### src/rtl/fetch_controller.sv
// Instruction fetch controller: walks a word-addressed instruction memory,
// folds unconditional jumps, emits instructions through a valid/ready stage
// and latches sticky faults for out-of-range fetches and runaway jump chains.
module fetch_controller #(
    parameter int unsigned MEM_WORDS  = 11,
    parameter logic [31:0] RESET_PC   = 32'd0,
    parameter logic [5:0]  JMP_OPCODE = 6'h02,
    parameter int unsigned JMP_LIMIT  = 4
) (
    input  logic        clk,
    input  logic        rst,
    input  logic        enable,
    output logic [31:0] imem_addr,
    input  logic [31:0] imem_instr,
    input  logic        redirect_valid,
    input  logic [31:0] redirect_target,
    output logic        out_valid,
    input  logic        out_ready,
    output logic [31:0] out_instr,
    output logic [31:0] out_pc,
    output logic        fault,
    output logic [1:0]  fault_code
);

    localparam int unsigned CNT_W = $clog2(JMP_LIMIT + 1);

    localparam logic [1:0] CODE_NONE  = 2'd0;
    localparam logic [1:0] CODE_RANGE = 2'd1;
    localparam logic [1:0] CODE_LOOP  = 2'd2;

    typedef enum logic [1:0] {
        IDLE  = 2'd0,
        RUN   = 2'd1,
        FAULT = 2'd2
    } state_t;

    state_t             state_q, state_d;
    logic [31:0]        pc_q, pc_d;
    logic [CNT_W-1:0]   jcnt_q, jcnt_d;
    logic               valid_d;
    logic [31:0]        instr_d;
    logic [31:0]        opc_d;
    logic               fault_d;
    logic [1:0]         code_d;
    logic               fire;
    logic               is_jump;
    logic               in_range;

    assign imem_addr = pc_q;
    assign is_jump   = (imem_instr[31:26] == JMP_OPCODE);
    assign in_range  = (pc_q < 32'(MEM_WORDS));

    // Next-state and next-value logic for the FSM and the output stage
    always_comb begin
        state_d = state_q;
        pc_d    = pc_q;
        jcnt_d  = jcnt_q;
        valid_d = out_valid;
        instr_d = out_instr;
        opc_d   = out_pc;
        fault_d = fault;
        code_d  = fault_code;
        fire    = (state_q == RUN) && enable && !redirect_valid &&
                  (!out_valid || out_ready);

        // An accepted word leaves the stage unless replaced by a new emit below
        if (out_valid && out_ready) begin
            valid_d = 1'b0;
        end

        case (state_q)
            IDLE: begin
                if (redirect_valid) begin
                    pc_d = redirect_target;
                end
                if (enable) begin
                    state_d = RUN;
                end
            end
            RUN: begin
                if (redirect_valid) begin
                    pc_d    = redirect_target;
                    valid_d = 1'b0;
                    jcnt_d  = '0;
                end
                if (!enable) begin
                    state_d = IDLE;
                end else if (fire) begin
                    if (!in_range) begin
                        state_d = FAULT;
                        fault_d = 1'b1;
                        code_d  = CODE_RANGE;
                    end else if (is_jump) begin
                        if (jcnt_q == CNT_W'(JMP_LIMIT - 1)) begin
                            state_d = FAULT;
                            fault_d = 1'b1;
                            code_d  = CODE_LOOP;
                        end else begin
                            pc_d   = {7'b0, imem_instr[24:0]};
                            jcnt_d = jcnt_q + CNT_W'(1);
                        end
                    end else begin
                        instr_d = imem_instr;
                        opc_d   = pc_q;
                        valid_d = 1'b1;
                        pc_d    = pc_q + 32'd1;
                        jcnt_d  = '0;
                    end
                end
            end
            FAULT: begin
                state_d = FAULT;
            end
            default: begin
                state_d = IDLE;
            end
        endcase
    end

    // State, PC and output registers with synchronous reset
    always_ff @(posedge clk) begin
        if (rst) begin
            state_q    <= IDLE;
            pc_q       <= RESET_PC;
            jcnt_q     <= '0;
            out_valid  <= 1'b0;
            out_instr  <= 32'd0;
            out_pc     <= 32'd0;
            fault      <= 1'b0;
            fault_code <= CODE_NONE;
        end else begin
            state_q    <= state_d;
            pc_q       <= pc_d;
            jcnt_q     <= jcnt_d;
            out_valid  <= valid_d;
            out_instr  <= instr_d;
            out_pc     <= opc_d;
            fault      <= fault_d;
            fault_code <= code_d;
        end
    end

endmodule
### config.mk
export PLATFORM = sky130hd
export DESIGN_NAME = fetch_controller
export DESIGN_NICKNAME = d
export VERILOG_FILES = /design/src/rtl/fetch_controller.sv
export SDC_FILE = /design/constraint.sdc
export NUM_CORES = 1
export LEC_CHECK = 0
export ABC_AREA = 1
export CAP_MARGIN = 40
export CORE_ASPECT_RATIO = 0.6
export CORE_MARGIN = 3
export CORE_UTILIZATION = 49
export DETAILED_ROUTE_END_ITERATION = 12
export GPL_TIMING_DRIVEN = 0
export PLACE_DENSITY = 0.86
export SLEW_MARGIN = 10
export SYNTH_ARGS = -nofsm -noshare
export SYNTH_HDL_FRONTEND = slang
export SYNTH_SLANG_ARGS = --single-unit
### constraint.sdc
create_clock -name clk -period 5 [get_ports clk]
set_input_delay 0.75 -clock clk [delete_from_list [all_inputs] [get_ports clk]]
set_output_delay 0.75 -clock clk [all_outputs]
set_load 0.01 [all_outputs]
# --- After elaboration in Yosys (flattened, before gate mapping) ---
# Index checks and enable logic that the tools add are counted.
classes:
  addsub: 2
  magnitude_cmp: 1
  n_eq_ne: 10
  muxes: 31
  bitwise_logic: 1
  reduce_logical: 12
op_table:
  columns: ["operator", "count"]
  rows:
  - ["two-way mux 32 bit", 6]
  - ["one-hot mux 32 bit (2 select lines)", 1]
  - ["adder 32 x 1 -> 32 bit (second input constant)", 1]
  - ["less-than comparator 32 x 4 -> 1 bit (second input constant)", 1]
  - ["two-way mux 3 bit", 6]
  - ["two-way mux 2 bit", 7]
  - ["two-way mux 1 bit", 10]
  - ["AND reduction 5 bit", 2]
  - ["== test 6 x 2 -> 1 bit (second input constant)", 1]
  - ["one-hot mux 2 bit (3 select lines)", 1]
  - ["logical AND 1 bit", 4]
  - ["!= test 2 bit (second input constant)", 2]
  - ["!= test 4 x 3 -> 1 bit (second input constant)", 1]
  - ["!= test 4 bit (second input constant)", 1]
  - ["AND reduction 4 bit", 1]
  - ["adder 3 x 1 -> 3 bit (second input constant)", 1]
  - ["== test 3 x 2 -> 1 bit (second input constant)", 1]
  - ["!= test 3 bit (second input constant)", 1]
  - ["== test 2 x 1 -> 1 bit (second input constant)", 1]
  - ["== test 2 bit (second input constant)", 1]
  - ["zero test 1 bit", 2]
  - ["zero test 2 bit", 1]
  - ["!= test 2 x 1 -> 1 bit (second input constant)", 1]
  - ["nonzero test 2 bit", 1]
  - ["2 further kinds", 2]
word_totals:
  regBits: 105
  in_bits: 69

# --- Depth between registers and ports, before layout ---
depth:
  word_depth: 8
  depth_mapped: 13
  depth_no_buf: 12

# --- Worst setup path before layout ---
# Ideal clock, no wire load.
synth_timing:
  kind: "input -> register"
  startpoint: "input port imem_instr[31]"
  endpoint: "register pc_q[8], in the netlist imem_addr[8]"
  setup_ns: 0.070
  arrival_ns: 1.825
  setup_slack_ns: 3.105
  path_stages: 9
  cell_sequence: "or2_1 nor3_4 inv_2 buf_2 a21oi_1 o21ai_1 nand2_1 nand2_1 a21oi_1"
synth_between:
  elab_chain_len: 6
synth_rtl:
  columns: ["item", "line_no", "text"]
  rows:
  - ["start, declared", "14", "input logic [31:0] imem_instr,"]
  - ["== test 6 x 2 -> 1 bit", "50", "assign is_jump = (imem_instr[31:26] == JMP_OPCODE);"]
  - ["two-way mux 32 bit", "93", "end else if (is_jump) begin"]
  - ["two-way mux 32 bit", "89", "if (!in_range) begin"]
  - ["two-way mux 32 bit", "88", "end else if (fire) begin"]
  - ["two-way mux 32 bit", "86", "if (!enable) begin"]
  - ["one-hot mux 32 bit (2 select lines)", "71", "case (state_q)"]
  - ["end signal, assigned", "133", "pc_q <= pc_d;"]
  - ["end, declared", "38", "logic [31:0] pc_q, pc_d;"]
# Every way passes these cells.
# A chain may end at the register's enable or synchronous reset.

# --- Worst setup path in the final report ---
layout_timing:
  startpoint: "input port imem_instr[31]"
  endpoint: "register out_pc[1]"
layout_between:
  elab_chain_len: 3
layout_rtl:
  columns: ["item", "line_no", "text"]
  rows:
  - ["== test 6 x 2 -> 1 bit", "50", null]
  - ["NOT 1 bit (no source line)", null, null]
  - ["AND reduction 5 bit (no source line)", null, null]
  - ["end signal, assigned", "137", "out_pc <= opc_d;"]
  - ["end, declared", "20", "output logic [31:0] out_pc,"]
# Every way passes these cells.

==> impl_metrics.toml <==
[timing]
min_period_over_period_pct = 47.68
hold_slack_ps = 452.3
slew_violations = 0
tightest_slew_ps = 748.6
clock_skew_ps = 8.443
hold_violations = 0
setup_violations = 0
rsz0062_at_grt = "no"
tns_ps = 0
post-route-min-period_ps = 2384
clock.fmax_mhz = 419.4
relSlewSlack_pct = 50.10

[synth]
yosys.area_share.simple_pct = 22.20
synth_nets = 717
yosys_warnings = 0
synth_adder_area_share_pct = 0.5255
synth_edf_count = 0
syn-instance-count = 646
synth-seq-cells = 105
synth_area_sq_um = 4762
synth_xor_area_share_pct = 0.1839
syn_avg_cell_area_sq_um = 7.372
synth_top_family_by_area = "simple AND/OR/NAND/NOR gates"
ys_dominant_reg_cell = "dfxtp_1"
ys_seq_area_share_pct = 44.14
synth-compound-area-share_pct = 21.26
synth_mux_area_share_pct = 2.102
async_flop_share_pct = 0
synth_cell_types = 31

[floorplan]
floorplan.initialDensity_pct = 51.07
num_rows = 27
boundaryPins = 169
die-area_sq_um = 10980
core-area_sq_um = 9324
dieHeight_microns = 82.36
dieWidth_microns = 133.3

[cts]
insertion_delay_ps = 350
clock_path_buffers = 2
postCtsHoldBufs = 0
clkTransAtPathRegs_ps = 80
postCtsSetupBuffers = 0
htree_levels = 3
cts_num_sinks = 105
numCtsBuffers = 9
tritoncts = "built"
ctsRootBufferMaster = "clkbuf_16"
cts_resized = 0

[routing]
drc = 0
vias = 5438
wire_per_inst_microns = 17.91
first_iter_violations = 725
ant_nets = 0
drt_wl_total_microns = 17170
first_pass_iters = 7
viasPerCell = 5.670

[pwr]
ir_worst_vdd_mv = 0.1612
p_leak_nw = 2.714
power_frac_clock_pct = 38.0
combPwrFrac_pct = 13.9
swShare_pct = 27.32
power_switching_uw = 501.6
power.share.sequential_pct = 48.1
p_int_mw = 1.334
power_density_nw_per_um2 = 266.6

[final_layout]
nFillCells = 713
multi_input_area_sq_um = 2203
area_delta_synth_final_pct = 44.61
fin_nets = 895
layout_commonest_cell = "clkdlybuf4s50_1"
final_cell_mix = "clkdlybuf4s50_1 (167), nand2_1 (118), dfxtp_1 (105), a21oi_1 (92), inv_1 (62)"
fin_cells = 959
regArea_sq_um = 2102
drive_gt1_share_pct = 6.996
antennaDiodeCount = 0
finalInstanceArea_sq_um = 6887

[critical_path]
worst_setup_path_start_kind = "input pin"
worst-path-buf-inv = 3
critPathMaxFanout = 10
required_ps = 5280
crit_chain = "clkdlybuf4s50_1, or2_1, nor3_4, inv_2, nand3_4, buf_2, o21ai_0, a21oi_1"
slowest_delay_ps = 420
critPathTopFamily = "buffers and inverters"
cp-end-kind = "register"
arrival_ps = 2670
critical_path_class = "in -> reg"
crit_slowest_cell = "clkdlybuf4s50_1"

[place]
routabilityCongestion = 0.9366
port_buffers = 167
dp_hpwl_microns = 13130
place_inst = 943
placed_area_sq_um = 6596

[global_routing]
grt_pass1_wl_microns = 26540
grt-ovfl-total = 0
grt_pass1_vias = 5116
grtUsageTotal_pct = 30.75
grt_max_degree = 20
antenna_found_initial = 0

[run_status]
status = "complete, no violations"

[run]
cap_viol_max_count = 0

[worst_hold_path]
hold_path.class = "reg -> reg"
[synth_stat cells (2+ instances only)]
cell type / count / share of area [%]
nand2_1: 118 / 9.3
dfxtp_1: 105 / 44
a21oi_1: 92 / 9.7
inv_1: 62 / 4.9
o21ai_0: 59 / 6.2
nor2_1: 45 / 3.5
and3_1: 28 / 3.7
clkbuf_1: 24 / 1.9
nand3_1: 17 / 1.8
o211ai_1: 17 / 2.7
o21ai_1: 16 / 1.7
buf_2: 14 / 1.5
mux2i_1: 10 / 2.1
or2_2: 10 / 1.3
a211oi_1: 3 / 0.47
a21oi_2: 3 / 0.55
buf_6: 3 / 0.71
inv_2: 3 / 0.24
buf_4: 2 / 0.32
ha_1: 2 / 0.53
nand4_1: 2 / 0.26
nor3_4: 2 / 0.68
[per-stage QoR]
step	power, mW	util (%)	worst slack, ps
global placement	1.139	70.75	2363
floorplan	1.010	-	3105
global route	1.892	73.86	2513
detailed placement	1.149	70.75	2307
finish	1.836	73.86	2616
CTS	1.829	73.86	2671
[layer usage]
layer / GRT usage (%) / share of wire (%)
met3: 9.746 / 13
met5: 0 / 0
met2: 49.90 / 44
met1: 40.06 / 41
met4: 8.830 / 1.7
[cell type report]
cell class,count,share of cell area [%]
Timing Repair Buffer,167,24.27
Inverter,65,3.543
Multi-Input combinational cell,432,31.99
Clock buffer,9,3.270
Sequential cell,105,30.52
Tap cell,130,2.362
Clock inverter,7,0.9448
Buffer,44,3.089
[power by group through the flow]
stage	clock network [mW]	registers, mW	logic [mW]
CTS	0.697	0.882	0.250
detailed placement	0	0.902	0.247
global placement	0	0.900	0.239
finish	0.697	0.884	0.255
floorplan	0	0.904	0.106
global route	0.731	0.886	0.275
[worst min-delay path: stages (launching register included)]
cell	delay, ps
dfxtp_1	320
inv_1	50
a21oi_1	50
[registers in the layout, indices dropped and copies added (netlist names)]
| name | cells |
|---|---|
| fault | 1 |
| fault_code | 2 |
| imem_addr | 32 |
| jcnt_q | 3 |
| out_instr | 32 |
| out_pc | 32 |
| out_valid | 1 |
| state_q | 2 |
[kinds of logic after synthesis]
group                    Yosys count
AO/OA/AOI/OAI                    190
XOR/XNOR                           1
adder cells (fa/ha/maj)            2
buffers and inverters            109
flip-flops                       105
multiplexers                      10
AND/OR/NAND/NOR                  229
[worst paths after layout]
check | from | end | slack (ps) | depth (start not counted)
worst max-delay path | imem_instr[31] | out_pc[1]$_SDFFE_PP0P_ | 2620 | 8
worst min-delay path | out_instr[15]$_SDFFE_PP0P_ | out_instr[15]$_SDFFE_PP0P_ | 450 | 2
worst max register to register | jcnt_q[0]$_SDFFE_PP0P_ | imem_addr[2]$_SDFFE_PP0P_ | 2710 | 9
worst min register to register | out_instr[15]$_SDFFE_PP0P_ | out_instr[15]$_SDFFE_PP0P_ | 450 | 2
Power figures use the tool's default switching activity.
